$ cat config.mk
export PLATFORM = sky130hd
export DESIGN_NAME = pc_fetch
export DESIGN_NICKNAME = d
export VERILOG_FILES = /design/src/rtl/pc_fetch_pkg.sv /design/src/rtl/fetch_out_buf.sv /design/src/rtl/pc_fetch.sv
export SDC_FILE = /design/constraint.sdc
export NUM_CORES = 1
export LEC_CHECK = 0
export BUFFER_PORTS_ARGS = -buffer_cell sky130_fd_sc_hd__buf_2
export CORE_MARGIN = 2
export CORE_UTILIZATION = 26
export CTS_CLUSTER_DIAMETER = 80
export DETAILED_ROUTE_END_ITERATION = 12
export PLACE_DENSITY = 0.49
export SLEW_MARGIN = 20
export SYNTH_ARGS = -nofsm -noshare
export SYNTH_HDL_FRONTEND = slang
export SYNTH_SLANG_ARGS = --single-unit
$ cat constraint.sdc
create_clock -name clk -period 2.3 [get_ports clk]
set_input_delay 0.23 -clock clk [delete_from_list [all_inputs] [get_ports clk]]
set_output_delay 0.23 -clock clk [all_outputs]
set_load 0.1 [all_outputs]
$ cat src/rtl/pc_fetch_pkg.sv
// Shared fetch definitions: FSM encodings, reset PC and NPC control select.
package pc_fetch_pkg;

  localparam int XLEN = 32;

  localparam logic [1:0] FETCH_REQ  = 2'd0;
  localparam logic [1:0] FETCH_WAIT = 2'd1;
  localparam logic [1:0] FETCH_DROP = 2'd2;
  localparam logic [1:0] FETCH_HOLD = 2'd3;

  localparam logic [XLEN-1:0] DEFAULT_RESET_PC = 32'h0000_3000;

  typedef enum logic [1:0] {
    NPC_SEQ,
    NPC_BRANCH,
    NPC_JUMP,
    NPC_JR
  } npc_sel_e;

  function automatic logic [XLEN-1:0] pc_plus4(input logic [XLEN-1:0] pc);
    return pc + 32'd4;
  endfunction

endpackage

$ cat src/rtl/fetch_out_buf.sv
// One-entry valid/ready register stage carrying {instr, pc, misalign} to decode.
module fetch_out_buf
  import pc_fetch_pkg::*;
(
  input  logic            clk,
  input  logic            rst,
  input  logic            load,
  input  logic            flush,
  input  logic            ready,
  input  logic [XLEN-1:0] d_instr,
  input  logic [XLEN-1:0] d_pc,
  input  logic            d_misalign,
  output logic            valid,
  output logic [XLEN-1:0] instr,
  output logic [XLEN-1:0] pc,
  output logic            misalign
);

  // Load wins over flush/consume so a new entry never leaves a bubble.
  always_ff @(posedge clk) begin
    if (rst) begin
      valid    <= 1'b0;
      instr    <= '0;
      pc       <= '0;
      misalign <= 1'b0;
    end else if (load) begin
      valid    <= 1'b1;
      instr    <= d_instr;
      pc       <= d_pc;
      misalign <= d_misalign;
    end else if (flush || ready) begin
      valid    <= 1'b0;
    end
  end

endmodule

$ cat src/rtl/pc_fetch.sv
// Instruction-fetch front end: PC register, one-outstanding imem request FSM, output buffer.
// Optional PC_FETCH_ALIGN_CHECK_EN reports misaligned redirect targets instead of fetching them.
module pc_fetch
  import pc_fetch_pkg::*;
#(
  parameter logic [31:0] RESET_PC = DEFAULT_RESET_PC
) (
  input  logic        clk,
  input  logic        rst,
  input  logic        redir_valid,
  input  logic [31:0] redir_pc,
  output logic        imem_req_valid,
  output logic [31:0] imem_req_addr,
  input  logic        imem_req_ready,
  input  logic        imem_rsp_valid,
  input  logic [31:0] imem_rsp_data,
  output logic        if_valid,
  input  logic        if_ready,
  output logic [31:0] if_instr,
  output logic [31:0] if_pc,
  output logic [31:0] if_npc,
  output logic [1:0]  dbg_state
`ifdef PC_FETCH_ALIGN_CHECK_EN
  ,
  output logic        if_misalign
`endif
);

  // Handshakes: a transfer happens in a cycle where valid & ready are both high;
  // once raised, imem_req_valid/imem_req_addr hold until that transfer.

  logic [1:0]  state, state_nxt;
  logic [31:0] pc, pc_nxt, held_addr, held_nxt;
  logic        squash, squash_nxt, parked, parked_nxt;
  logic        buf_load, buf_flush, buf_d_mis;
  logic [31:0] buf_d_instr, buf_d_pc;
  logic        can_issue, req_fire, redir_mis;
  logic [31:0] redir_tgt;

`ifdef PC_FETCH_ALIGN_CHECK_EN
  assign redir_mis = redir_valid & (redir_pc[1:0] != 2'b00);
  assign redir_tgt = redir_pc;
`else
  assign redir_mis = 1'b0;
  assign redir_tgt = redir_pc & ~32'h3;
`endif

  assign can_issue      = !if_valid || if_ready;
  // A squashed request must still complete, so squash keeps it on the bus.
  assign imem_req_valid = (state == FETCH_REQ) && (squash || (can_issue && !parked));
  assign imem_req_addr  = squash ? held_addr : pc;
  assign req_fire       = imem_req_valid && imem_req_ready;
  assign if_npc         = pc_plus4(if_pc);
  assign dbg_state      = state;

  always_comb begin
    state_nxt   = state;
    pc_nxt      = pc;
    held_nxt    = held_addr;
    squash_nxt  = squash;
    parked_nxt  = parked;
    buf_load    = 1'b0;
    buf_flush   = 1'b0;
    buf_d_instr = imem_rsp_data;
    buf_d_pc    = pc;
    buf_d_mis   = 1'b0;

    case (state)
      FETCH_REQ: begin
        if (req_fire) begin
          state_nxt  = squash ? FETCH_DROP : FETCH_WAIT;
          squash_nxt = 1'b0;
        end else if (!imem_req_valid) begin
          state_nxt = FETCH_HOLD;
        end
      end
      FETCH_WAIT: begin
        if (imem_rsp_valid) begin
          buf_load  = 1'b1;
          pc_nxt    = pc_plus4(pc);
          state_nxt = FETCH_REQ;
        end
      end
      FETCH_DROP: begin
        if (imem_rsp_valid) state_nxt = FETCH_REQ;
      end
      default: begin
        if (can_issue && !parked) state_nxt = FETCH_REQ;
      end
    endcase

    // Redirect overrides the buffer write and the sequential pc advance above.
    if (redir_valid) begin
      buf_flush   = 1'b1;
      buf_load    = redir_mis;
      buf_d_instr = '0;
      buf_d_pc    = redir_pc;
      buf_d_mis   = redir_mis;
      pc_nxt      = redir_tgt;
      parked_nxt  = redir_mis;
      case (state)
        FETCH_REQ: begin
          if (req_fire) begin
            state_nxt  = FETCH_DROP;
            squash_nxt = 1'b0;
          end else begin
            state_nxt = FETCH_REQ;
            if (imem_req_valid) begin
              squash_nxt = 1'b1;
              held_nxt   = imem_req_addr;
            end
          end
        end
        FETCH_WAIT: state_nxt = imem_rsp_valid ? FETCH_REQ : FETCH_DROP;
        FETCH_DROP: state_nxt = imem_rsp_valid ? FETCH_REQ : FETCH_DROP;
        default:    state_nxt = FETCH_REQ;
      endcase
    end
  end

  always_ff @(posedge clk) begin
    if (rst) begin
      state     <= FETCH_REQ;
      pc        <= RESET_PC;
      held_addr <= '0;
      squash    <= 1'b0;
      parked    <= 1'b0;
    end else begin
      state     <= state_nxt;
      pc        <= pc_nxt;
      held_addr <= held_nxt;
      squash    <= squash_nxt;
      parked    <= parked_nxt;
    end
  end

  fetch_out_buf u_out_buf (
    .clk        (clk),
    .rst        (rst),
    .load       (buf_load),
    .flush      (buf_flush),
    .ready      (if_ready),
    .d_instr    (buf_d_instr),
    .d_pc       (buf_d_pc),
    .d_misalign (buf_d_mis),
    .valid      (if_valid),
    .instr      (if_instr),
    .pc         (if_pc),
`ifdef PC_FETCH_ALIGN_CHECK_EN
    .misalign   (if_misalign)
`else
    .misalign   ()
`endif
  );

endmodule
==> Implementation_results.wiki <==
{| class="wikitable"
! Metric !! Value
|-
| Outcome || finished clean
|-
| Post-synthesis sequential area ratio || 0.420
|-
| Reg-to-reg slack, setup || 200 ps
|-
| Die height || 158 um
|-
| Number of distinct library cells after synthesis || 50
|-
| Die area || 25100 um2
|-
| Via-to-Cell Ratio || 4.57
|-
| Pin count of the biggest net entering global routing || 129
|-
| Sort of element at the end of the critical path || primary output
|-
| Clock tree from TritonCTS || built
|-
| Worst endpoint required time || 2070 ps
|-
| Total length of routed wires || 20.5 mm
|-
| Hold Path Origin || redir_pc[28]
|-
| Maximum clock insertion buffer count || 2
|-
| WHS Endpoint || pc[28]
|-
| Die boundary width || 158 um
|-
| Global route total overflow || 0
|-
| Iteration-0 DRC count of the detailed router || 270
|-
| H-Tree Depth || 4
|-
| I/O pins || 202
|-
| Yosys warning count || 0
|-
| Final worst clock skew || 9.33 ps
|-
| Worst hold path stage count || 3
|-
| GR Util All Layers || 0.165
|-
| Number of vias after detailed routing || 5915
|-
| Total setup violations reported at the end of the flow || 0
|-
| # Max-Cap Violations || 0
|-
| Area share of the largest cell type after synthesis || 0.420
|-
| Normalized max-slew margin || 0.560
|-
| Routing usage on met1 || 0.226
|-
| Post-synthesis async set-or-reset flop share || 0
|-
| Final count of pins violating max slew || 0
|-
| Area contributors post-synth || dfxtp_1 (42%), nand2_1 (9.9%), a21oi_1 (6.0%), xnor2_1 (5.6%), mux2_2 (5.4%)
|-
| Actual slew at the worst max-slew pin || 660 ps
|-
| Cts hold-fix bufs || 0
|-
| Instance count of the mapped netlist || 738
|-
| Number of register bits inferred by synthesis || 130
|-
| Total nets after synthesis || 813
|-
| Worst r2r path cells || 7
|-
| Wire length of the first global-routing pass || 31.7 mm
|-
| Critical R2R Launch || dbg_state[1]
|-
| Fraction of layout cells with a size suffix above 1 || 0.408
|-
| Post-route DRC || 0
|-
| Post-DR wirelength/cell || 15.8 um
|-
| Type of the tightest min-delay check || in -> reg
|-
| Cell Pwr Density || 681 nW/um2
|-
| Worst endpoint data arrival time || 2040 ps
|-
| Final hold violation count || 0
|-
| Iteration count of the initial detailed-routing pass || 4
|-
| Detailed Place HPWL || 14.8 mm
|-
| Worst hold slack || 20.0 ps
|-
| Synthesized area divided by synthesized cell count || 8.41 um2
|-
| Post-route antenna net violation count || 0
|-
| Starting Density || 0.264
|-
| Critical path class || reg -> out
|-
| Worst-path clk slew || 70 ps
|-
| Cell type with the largest total area after synthesis || dfxtp_1
|-
| Vias in the first global route || 5571
|-
| Setup repair after global routing missed its margin || yes
|-
| Setup_tns || 0 ps
|-
| Area delta synth->final || 56.5%
|-
| Worst r2r dst || pc[28]
|-
| Mapped Area || 6200 um2
|-
| Peak supply drop || 0.000477 V
|-
| Achievable Freq || 441 MHz
|-
| Cell Rows || 56
|-
| Main synth FF type || dfxtp_1
|-
| Fillcell total || 2415
|-
| Pleak || 0.00397 uW
|-
| Clock buffer count from CTS || 17
|-
| Share of the cycle needed by the critical path after routing || 0.986
|-
| Most congested layer reported by global routing || met2
|-
| # port buffers || 199
|-
| Clock latency at the later pin of the worst-skew pair || 420 ps
|-
| Met2 layer usage reported by global route || 0.255
|-
| Core area || 23500 um2
|-
| Final estimated routing congestion in global placement || 0.796
|-
| Antenna violations before repair || 4
|-
| Final net count || 1035
|-
| Worst Setup Start Kind || register
|-
| Global Route met3 Usage || 0.0425
|-
| Minimum clock period || 2270 ps
|-
| Crit Path Max Fanout || 8
|-
| Number of enable flip-flop cells after synthesis || 0
|-
| Number of sinks on the clock net || 130
|-
| Root buffer cell || clkbuf_16
|}
==> cells in the mapped netlist, types with 3 or more instances <==
| cell type | n |
|---|---|
| a211oi_1 | 11 |
| a21oi_1 | 74 |
| a311oi_1 | 3 |
| a31oi_1 | 4 |
| and2_1 | 7 |
| and3_1 | 7 |
| and4_1 | 11 |
| buf_2 | 3 |
| buf_4 | 4 |
| buf_6 | 6 |
| clkbuf_1 | 32 |
| clkbuf_8 | 3 |
| dfxtp_1 | 130 |
| ha_1 | 5 |
| inv_1 | 6 |
| mux2_2 | 30 |
| mux2i_1 | 32 |
| nand2_1 | 164 |
| nand3_1 | 27 |
| nand4_1 | 18 |
| nor2_1 | 62 |
| nor3_1 | 6 |
| nor3b_1 | 4 |
| nor4_1 | 5 |
| o21ai_0 | 4 |
| or3_1 | 3 |
| xnor2_1 | 40 |
| xor2_1 | 12 |
==> kinds of logic after synthesis <==
family,after synthesis,share of synthesized area
buffers and inverters,55,0.0484
flip-flops,130,0.420
adder cells (fa/ha/maj),5,0.0101
multiplexers,62,0.106
AND/OR/NAND/NOR,327,0.243
AO/OA/AOI/OAI,107,0.0992
XOR/XNOR,52,0.0734
==> per-layer routing <==
layer | share of wire | wire, um | vias to the layer above
li1 | - | - | 2987
met1 | 0.47 | 9640 | 2736
met2 | 0.45 | 9250 | 171
met3 | 0.062 | 1270 | 19
met4 | 0.014 | 289 | 2
met5 | 0.00064 | 13 | -
==> metrics by stage <==
stage	cell area (um2)	total power [uW]	util	setup WS [ps]	std cells
2_1_floorplan	6750	3330	-	-176	738
3_3_place_gp	8890	3790	0.379	222	1242
3_5_place_dp	8890	3800	0.379	208	1242
4_1_cts	9690	6720	0.413	-15.8	1292
5_1_grt	9700	6890	0.413	-75.9	1293
6_report	9710	6610	0.414	32.6	1295
==> registers in the layout (all words and copies together) (netlist names) <==
register / flops
u_out_buf.valid: 1
pc: 30
squash: 1
u_out_buf.pc: 32
dbg_state: 2
held_addr: 32
u_out_buf.instr: 32
==> critical path: stages, from the launching register on <==
cell,delay (ps)
dfxtp_4,340
and4_4,260
nand3_4,90
nor2_4,230
nand4_1,250
xnor2_4,250
buf_12,190
==> layout make-up <==
class	instances	area [um2]	area share
tap	319	399	0.0411
inverter	6	22.5	0.00232
multi-input combinational	553	3800	0.391
timing repair buffer	252	2160	0.223
clock buffer	17	425	0.0438
sequential	130	2700	0.278
clock inverter	15	196	0.0202
antenna	3	7.51	0.000773
==> placed cells by master (no fill, tap or decap), drive strengths merged, types with 5 or more instances in the layout <==
cell type / synthesis / layout
a21oi: 74 / 74
xor2: 12 / 12
clkbuf: 35 / 18
and3: 8 / 8
a211oi: 12 / 12
nor4: 6 / 6
and4: 12 / 12
nand3: 27 / 27
inv: 6 / 14
nand4: 19 / 19
nand2: 164 / 164
mux2: 30 / 30
ha: 5 / 5
and2: 7 / 7
mux2i: 32 / 32
xnor2: 40 / 40
dfxtp: 130 / 130
nor2: 62 / 62
nor3: 6 / 6
buf: 14 / 251
==> report_power, final <==
| part | total (uW) | switching (uW) | internal, uW | leakage, uW |
|---|---|---|---|---|
| sequential | 2360 | 57.1 | 2300 | 0.00108 |
| clock | 2870 | 1130 | 1740 | 0.000304 |
| combinational | 1380 | 914 | 467 | 0.00258 |
| total | 6610 | 2100 | 4510 | 0.00397 |
==> what timing repair did <==
action                     CTS  global route
gates resized for setup     10             5
setup buffers               18             0
setup endpoints to repair   20            15
pin swaps                   15             4
==> worst max-delay path by stage <==
stage,start,to,slack (ps),cells past startpoint
final,u_out_buf.pc[4],if_npc[19],30,6
after CTS,u_out_buf.pc[4],if_npc[19],-20,6
after global routing,u_out_buf.pc[19],if_npc[29],-80,6
after detailed placement,u_out_buf.pc[2],if_npc[26],210,6
after floorplan,u_out_buf.pc[16],if_npc[29],-180,5
after global placement,dbg_state[1],pc[28],220,7
Power figures use the tool's default switching activity.
